## src/rtl/vga_vblank_reg_sched.sv

```systemverilog
`default_nettype none
// +--------------------------------------------------------------------------+
// | vga_vblank_reg_sched: queues CPU stores to VGA registers and applies     |
// | them one per clock, in order, only during vertical blanking.             |
// | Rev 1.0                                                                  |
// +--------------------------------------------------------------------------+
module vga_vblank_reg_sched #(
  parameter int DEPTH   = 8,
  parameter int VACTIVE = 480
) (
  input  logic       CLK,
  input  logic       CLR,
  input  logic       wr_en,
  input  logic [2:0] wr_addr,
  input  logic [15:0] wr_data,
  input  logic [9:0] VPix,
  output logic       displayBlack,
  output logic [7:0] displayColor,
  output logic [9:0] HLocation1,
  output logic [9:0] VLocation1,
  output logic       sprite1On,
  output logic       sprite1White,
  output logic [7:0] textColor,
  output logic       wr_full,
  output logic       pending,
  output logic       wr_ovf,
  output logic [7:0] frame_cnt
);

  localparam int         AW       = $clog2(DEPTH);
  localparam logic [9:0] VACT     = 10'(VACTIVE);
  localparam logic [AW:0] FULL_CNT = (AW + 1)'(DEPTH);
  localparam logic [0:0] S_WAIT   = 1'b0;
  localparam logic [0:0] S_DRAIN  = 1'b1;

  logic [12:0]   mem_q [DEPTH];
  logic [0:0]    state_q, state_d;
  logic          vblank_q, vblank_d;
  logic [AW-1:0] wr_ptr_q, wr_ptr_d, rd_ptr_q, rd_ptr_d;
  logic [AW:0]   count_q, count_d;
  logic          full_q, full_d, pend_q, pend_d, ovf_q, ovf_d;
  logic [7:0]    frame_q, frame_d;
  logic          black_q, black_d, spr_on_q, spr_on_d, spr_wh_q, spr_wh_d;
  logic [7:0]    dcolor_q, dcolor_d, tcolor_q, tcolor_d;
  logic [9:0]    hloc_q, hloc_d, vloc_q, vloc_d;

  logic        vblank, vb_rise, pop, push_req, push;
  logic [12:0] head;
  logic        unused_ok;

  assign unused_ok = ^wr_data[15:10];
  assign vblank    = (VPix >= VACT);
  assign vb_rise   = vblank & ~vblank_q;
  assign head      = mem_q[rd_ptr_q];

  // State register
  always_ff @(posedge CLK) begin
    if (CLR) state_q <= S_WAIT;
    else     state_q <= state_d;
  end

  // Next state: leave DRAIN when blanking ends or the queue runs dry this cycle
  always_comb begin
    state_d = state_q;
    case (state_q)
      S_WAIT:  if (vb_rise) state_d = S_DRAIN;
      S_DRAIN: if (!vblank || count_d == '0) state_d = S_WAIT;
      default: state_d = S_WAIT;
    endcase
  end

  // FSM output: pop decision
  always_comb begin
    pop = 1'b0;
    if (state_q == S_DRAIN && count_q != '0 && vblank) pop = 1'b1;
  end

  always_comb begin
    push_req = wr_en && (wr_addr != 3'b111);
    push     = push_req && (count_q != FULL_CNT || pop);
    wr_ptr_d = push ? wr_ptr_q + 1'b1 : wr_ptr_q;
    rd_ptr_d = pop  ? rd_ptr_q + 1'b1 : rd_ptr_q;
    count_d  = count_q + (AW + 1)'(push) - (AW + 1)'(pop);
    full_d   = (count_d == FULL_CNT);
    pend_d   = (count_d != '0);
    ovf_d    = ovf_q | (push_req & ~push);
    frame_d  = vb_rise ? frame_q + 8'd1 : frame_q;
    vblank_d = vblank;

    black_d  = black_q;
    dcolor_d = dcolor_q;
    hloc_d   = hloc_q;
    vloc_d   = vloc_q;
    spr_on_d = spr_on_q;
    spr_wh_d = spr_wh_q;
    tcolor_d = tcolor_q;
    if (pop) begin
      case (head[12:10])
        3'b000:  hloc_d   = head[9:0];
        3'b001:  vloc_d   = head[9:0];
        3'b010:  black_d  = head[0];
        3'b011:  dcolor_d = head[7:0];
        3'b100:  spr_on_d = head[0];
        3'b101:  spr_wh_d = head[0];
        3'b110:  tcolor_d = head[7:0];
        default: ;
      endcase
    end
  end

  // Storage needs no reset: pointers and count define validity
  always_ff @(posedge CLK) begin
    if (push) mem_q[wr_ptr_q] <= {wr_addr, wr_data[9:0]};
  end

  always_ff @(posedge CLK) begin
    if (CLR) begin
      vblank_q <= 1'b0;
      wr_ptr_q <= '0;
      rd_ptr_q <= '0;
      count_q  <= '0;
      full_q   <= 1'b0;
      pend_q   <= 1'b0;
      ovf_q    <= 1'b0;
      frame_q  <= 8'h00;
      black_q  <= 1'b0;
      dcolor_q <= 8'h00;
      hloc_q   <= 10'd0;
      vloc_q   <= 10'd0;
      spr_on_q <= 1'b1;
      spr_wh_q <= 1'b0;
      tcolor_q <= 8'hFF;
    end else begin
      vblank_q <= vblank_d;
      wr_ptr_q <= wr_ptr_d;
      rd_ptr_q <= rd_ptr_d;
      count_q  <= count_d;
      full_q   <= full_d;
      pend_q   <= pend_d;
      ovf_q    <= ovf_d;
      frame_q  <= frame_d;
      black_q  <= black_d;
      dcolor_q <= dcolor_d;
      hloc_q   <= hloc_d;
      vloc_q   <= vloc_d;
      spr_on_q <= spr_on_d;
      spr_wh_q <= spr_wh_d;
      tcolor_q <= tcolor_d;
    end
  end

  assign displayBlack = black_q;
  assign displayColor = dcolor_q;
  assign HLocation1   = hloc_q;
  assign VLocation1   = vloc_q;
  assign sprite1On    = spr_on_q;
  assign sprite1White = spr_wh_q;
  assign textColor    = tcolor_q;
  assign wr_full      = full_q;
  assign pending      = pend_q;
  assign wr_ovf       = ovf_q;
  assign frame_cnt    = frame_q;

endmodule
`default_nettype wire

```

## config.mk

```make
export PLATFORM = sky130hd
export DESIGN_NAME = vga_vblank_reg_sched
export DESIGN_NICKNAME = d
export VERILOG_FILES = /design/src/rtl/vga_vblank_reg_sched.sv
export SDC_FILE = /design/constraint.sdc
export NUM_CORES = 1
export LEC_CHECK = 0
export ABC_CLOCK_PERIOD_IN_PS = 10100
export BUFFER_PORTS_ARGS = -buffer_cell sky130_fd_sc_hd__buf_2
export CORE_AREA = 2 2 126 128
export DETAILED_ROUTE_END_ITERATION = 6
export DIE_AREA = 0 0 128 130
export GPL_ROUTABILITY_DRIVEN = 0
export HOLD_SLACK_MARGIN = 0.12
export PLACE_DENSITY_LB_ADDON = 0.2
export SYNTH_ARGS = -nofsm -noshare
export SYNTH_HDL_FRONTEND = slang
export SYNTH_SLANG_ARGS = --single-unit
```

## constraint.sdc

```tcl
create_clock -name CLK -period 10.1 [get_ports CLK]
set_clock_uncertainty 0.1 [all_clocks]
set_input_delay 0.505 -clock CLK [delete_from_list [all_inputs] [get_ports CLK]]
set_output_delay 0.505 -clock CLK [all_outputs]
set_load 0.05 [all_outputs]
```

==> After elaboration in Yosys (flattened, before gate mapping) <==
Memory sizes are Yosys's and may differ from the RTL's. A register that Yosys moved wholly into a read port is not among the register bits.
Cells that the tools add are included.
{ "word_totals": {"register_bits": 62, "ramBits": 104, "inputBits": 32, "out_inout_bits": 50, "mem_count": 1} }
{ "memory_table": {"columns": ["name", "words", "width", "read_ports", "rd_ports_with_merged_regs", "write_ports", "line_no", "rtl"], "rows": [
  ["mem_q", 8, 13, 1, 1, 1, "36", "logic [12:0] mem_q [DEPTH];"]
]} }
{ "classes": {"add_sub_neg": 5, "magnitude_cmp": 1, "n_eq_ne": 9, "muxes": 8, "n_bitwise": 6, "reduce_logical": 18} }
{ "ops": {"columns": ["op", "n"], "rows": [
  ["$reduce_and 2->1", 7],
  ["$ge 10x9->1 const B", 1],
  ["$eq 3x3->1 const B", 3],
  ["$add 8x1->8 const B", 1],
  ["$reduce_bool 4->1", 2],
  ["$add 3x1->3 const B", 2],
  ["$eq 3x2->1 const B", 2],
  ["$mux 3", 2],
  ["$mux 1", 5],
  ["$add 4x1->4", 1],
  ["$eq 4x4->1 const B", 1],
  ["$logic_and 1x1->1", 4],
  ["$logic_not 4->1", 1],
  ["$ne 4x4->1 const B", 1],
  ["$sub 4x1->4", 1],
  ["$eq 3x1->1 const B", 1],
  ["$logic_not 3->1", 1],
  ["$ne 3x3->1 const B", 1],
  ["$not 1->1", 3],
  ["$and 1x1->1", 2],
  ["$logic_or 1x1->1", 2],
  ["$pmux 1 s2", 1],
  ["$logic_not 1->1", 1],
  ["$or 1x1->1", 1]
]} }

==> Depth between registers and ports, before layout <==
{ "logic_depth": {"word_depth": 12, "ltp_mapped": 12, "mapped_depth_nobuf": 11} }

==> Least setup slack after synthesis <==
OpenSTA, ideal clock, no wires.
{ "synth_path": {"path_kind": "input to register", "startpoint": "input port VPix[5]", "endpoint": "memory mem_q[0][0] (enable)", "arrival_ps": 2897, "slack_ps": 6686, "path_stages": 5, "n_path_buf": 1, "cell_sequence": "a41oi_1 -> o311a_1 -> or2_2 -> clkbuf_1 -> nor4_1"} }
{ "synth_via": {"elab_chain_len": 7} }
{ "synth_rtl": {"columns": ["item", "line_no", "rtl"], "rows": [
  ["from (decl)", "16", "input logic [9:0] VPix,"],
  ["$ge 10x9->1", "52", "assign vblank = (VPix >= VACT);"],
  ["$logic_and 1x1->1", "75", "if (state_q == S_DRAIN && count_q != '0 && vblank) pop = 1'b1;"],
  ["$mux 1", "75", null],
  ["$logic_or 1x1->1", "80", "push = push_req && (count_q != FULL_CNT || pop);"],
  ["$logic_and 1x1->1", "80", null],
  ["$mux 1", "113", "if (push) mem_q[wr_ptr_q] <= {wr_addr, wr_data[9:0]};"],
  ["$mux 1 (implied by the code)", "113", null],
  ["to (decl)", "36", null]
]} }
No other way between the ends.

==> metrics.txt <==
Top FF cell, synth=edfxtp_1; Post-synth ARST share=0; FMAX=~290 MHz; initial antenna violation count=1; Final Instance Area=between 7000 and 8000 um2; CTS tree=built; number of global-route vias before repair=about 3700; IO Pins=82; layout cells sized above 1=0.302; dpl cell area=7310 um2; Cells after Synth=440; TritonRoute pass-1 iters=5; Yosys warnings=0; Clock Path Buffers=2; pin count of the biggest net entering global routing=between 80 and 90; WL per Instance=around 18 um; synthesized area=around 6800 um2; drt total wl=between 10000 and 15000 um; EDFF count, synth=104; Final Cycle Share=0.346; Rows=46; FF-to-FF setup slack=6.61 ns; die height=about 130 um; largest area contributor in the netlist=edfxtp_1; post-CTS sizing=0; crit path launch type=flip-flop; CTS Root Cell=clkbuf_16; Pwr Density=209 nW/um2; via/cell ratio=5.24; postcts setup bufs=0; CTS H-tree lvls=4; Mapped Nets=481; max-slew violations=0; nets@finish=~560; Area growth syn-to-layout=16.6%; die area=~17000 um2; core area=15400 um2; most common cell after layout, fill and taps aside=edfxtp_1; measured slew at the worst slew-check pin=about 1.0 ns; Iteration-0 DRC Markers=about 230; Min-Delay Path Class=in2reg; CP arrival=about 3.7 ns; run status=completed; CP max-delay cell=dfxtp_2; CP Data Required Time=10.31 ns; main area contributors after synthesis=edfxtp_1, dfxtp_1, mux4_2; minimum clock period=3.49 ns; Worst-path clk slew=approximately 0.06 ns; CP Class=reg2reg; global-route wire length before repair=around 20000 um; post-synth cell types=46; Setup crit end kind=flip-flop; clock buffers created by TritonCTS=17; cell repeated most along the worst path=mux2_1; multi-input logic area=2210 um2; Starting Density=0.438; worst skew pair latency=0.42 ns; RSZ-0062 raised after global routing=false; GRT overflow=0; number of port buffers=70; Slew headroom=0.302; register area=about 4400 um2; TNS Setup=0 ns; Max FO, Critical Path=28; DRC violations left=0; leading cell types in the layout, fill and taps excluded=edfxtp_1, buf_2, dfxtp_1; synthesized area per cell=around 15 um2; Routed Antenna Nets=0; # setup viols final=0; GRT Util Overall=0.165; CTS Hold Buffers Added=0; Max IR drop VDD=~140 uV; max cap viols=0; DR vias=around 3800; n_diodes=0; FF+latch count, synth=~170; Final Hold Fails=0; fill cell count=about 1300; critical-path cell list=mux2_1 > a2bb2oi_1 > a21oi_4 > nand3_1 > mux2_1; sequential-to-total area share from yosys stat=0.655; Die Width=128 um; slowest stage delay, CP=a little under 1 ns; top cell type's share of synthesized area=0.463; total clock sinks=around 170; Leak=2.84 nW; DP Wirelength=about 8000 um
==> flip-flops by register name, summed over array words and instances (netlist names), named ones only <==
signal,count
VLocation1,10
displayColor,8
displayBlack,1
sprite1White,1
textColor,8
HLocation1,10
mem_q,104
count_q,4
vblank_q,1
wr_full,1
state_q,1
wr_ptr_q,3
pending,1
frame_cnt,8
rd_ptr_q,3
sprite1On,1
wr_ovf,1
==> power breakdown <==
part	leakage, nW	internal [mW]	total (mW)	switching, mW
logic	1.10	0.0856	0.228	0.142
clock network	0.264	0.362	0.620	0.257
registers	1.47	0.771	0.794	0.0228
total	2.84	1.22	1.64	0.422
==> synthesized netlist by cell type, types with 2 or more instances <==
cell type	number
a211o_1	2
a21oi_1	8
a21oi_2	3
a311oi_2	7
buf_2	5
buf_4	2
buf_6	2
clkbuf_1	12
dfxtp_1	65
edfxtp_1	104
ha_1	8
inv_1	5
mux2_1	5
mux2i_1	41
mux2i_4	2
mux4_2	24
nand2_1	13
nand2b_1	22
nand3_1	7
nand4_1	2
nor2_1	35
nor2b_1	16
nor3_1	6
nor3b_1	2
o21ai_0	2
or2_2	9
xnor2_1	6
xor2_1	7
==> critical path, delay by kind of cell, from the launching register on <==
kind / cells / cell delay [ns]
flops: 1 / 0.99
mux: 2 / 0.90
simple gates: 1 / 0.66
compound gates: 2 / 0.71
==> cell families after synthesis <==
group | count (synthesis) | synth area share
muxes | 72 | 0.156
AOI/OAI and AO/OA | 33 | 0.0443
DFF | 169 | 0.655
buffers and inverters | 26 | 0.0187
adders and majority gates | 9 | 0.0178
xor gates and xnor gates | 13 | 0.0169
and+or+nand+nor | 118 | 0.0912
==> final cells by class <==
cell class / count / share of cell area
Sequential cell: 169 / 0.562
Clock inverter: 12 / 0.0161
Clock buffer: 20 / 0.0555
Timing Repair Buffer: 78 / 0.0521
Tap cell: 192 / 0.0305
Multi-Input combinational cell: 245 / 0.281
Inverter: 5 / 0.00238
==> through the flow <==
stage	power, mW	util	hold WS (ns)	instances	setup slack, ns
after floorplan	0.976	-	0.354	440	6.69
after global routing	1.71	0.510	0.247	721	6.27
after global placement	1.03	0.474	0.330	689	6.54
after detailed placement	1.04	0.474	0.342	689	6.53
after CTS	1.66	0.510	0.237	721	6.49
final	1.64	0.510	0.248	721	6.61
==> metal layers <==
layer	track usage	part of all wire	vias up
li1	-	-	1795
met1	0.216	0.47	1870
met2	0.268	0.47	87
met3	0.0398	0.041	21
met4	0.0659	0.016	2
met5	0	0.00077	-
==> worst paths after layout <==
kind / start / end / cells after the start
min reg2reg: wr_ovf$_SDFF_PP0_ / wr_ovf$_SDFF_PP0_ / 2
max: flip-flop / HLocation1[9]$_SDFFE_PP0P_ / 5
min: wr_en / wr_ovf$_SDFF_PP0_ / 3
max reg2reg: flip-flop / HLocation1[9]$_SDFFE_PP0P_ / 5
(Power assumes the default switching activity.)
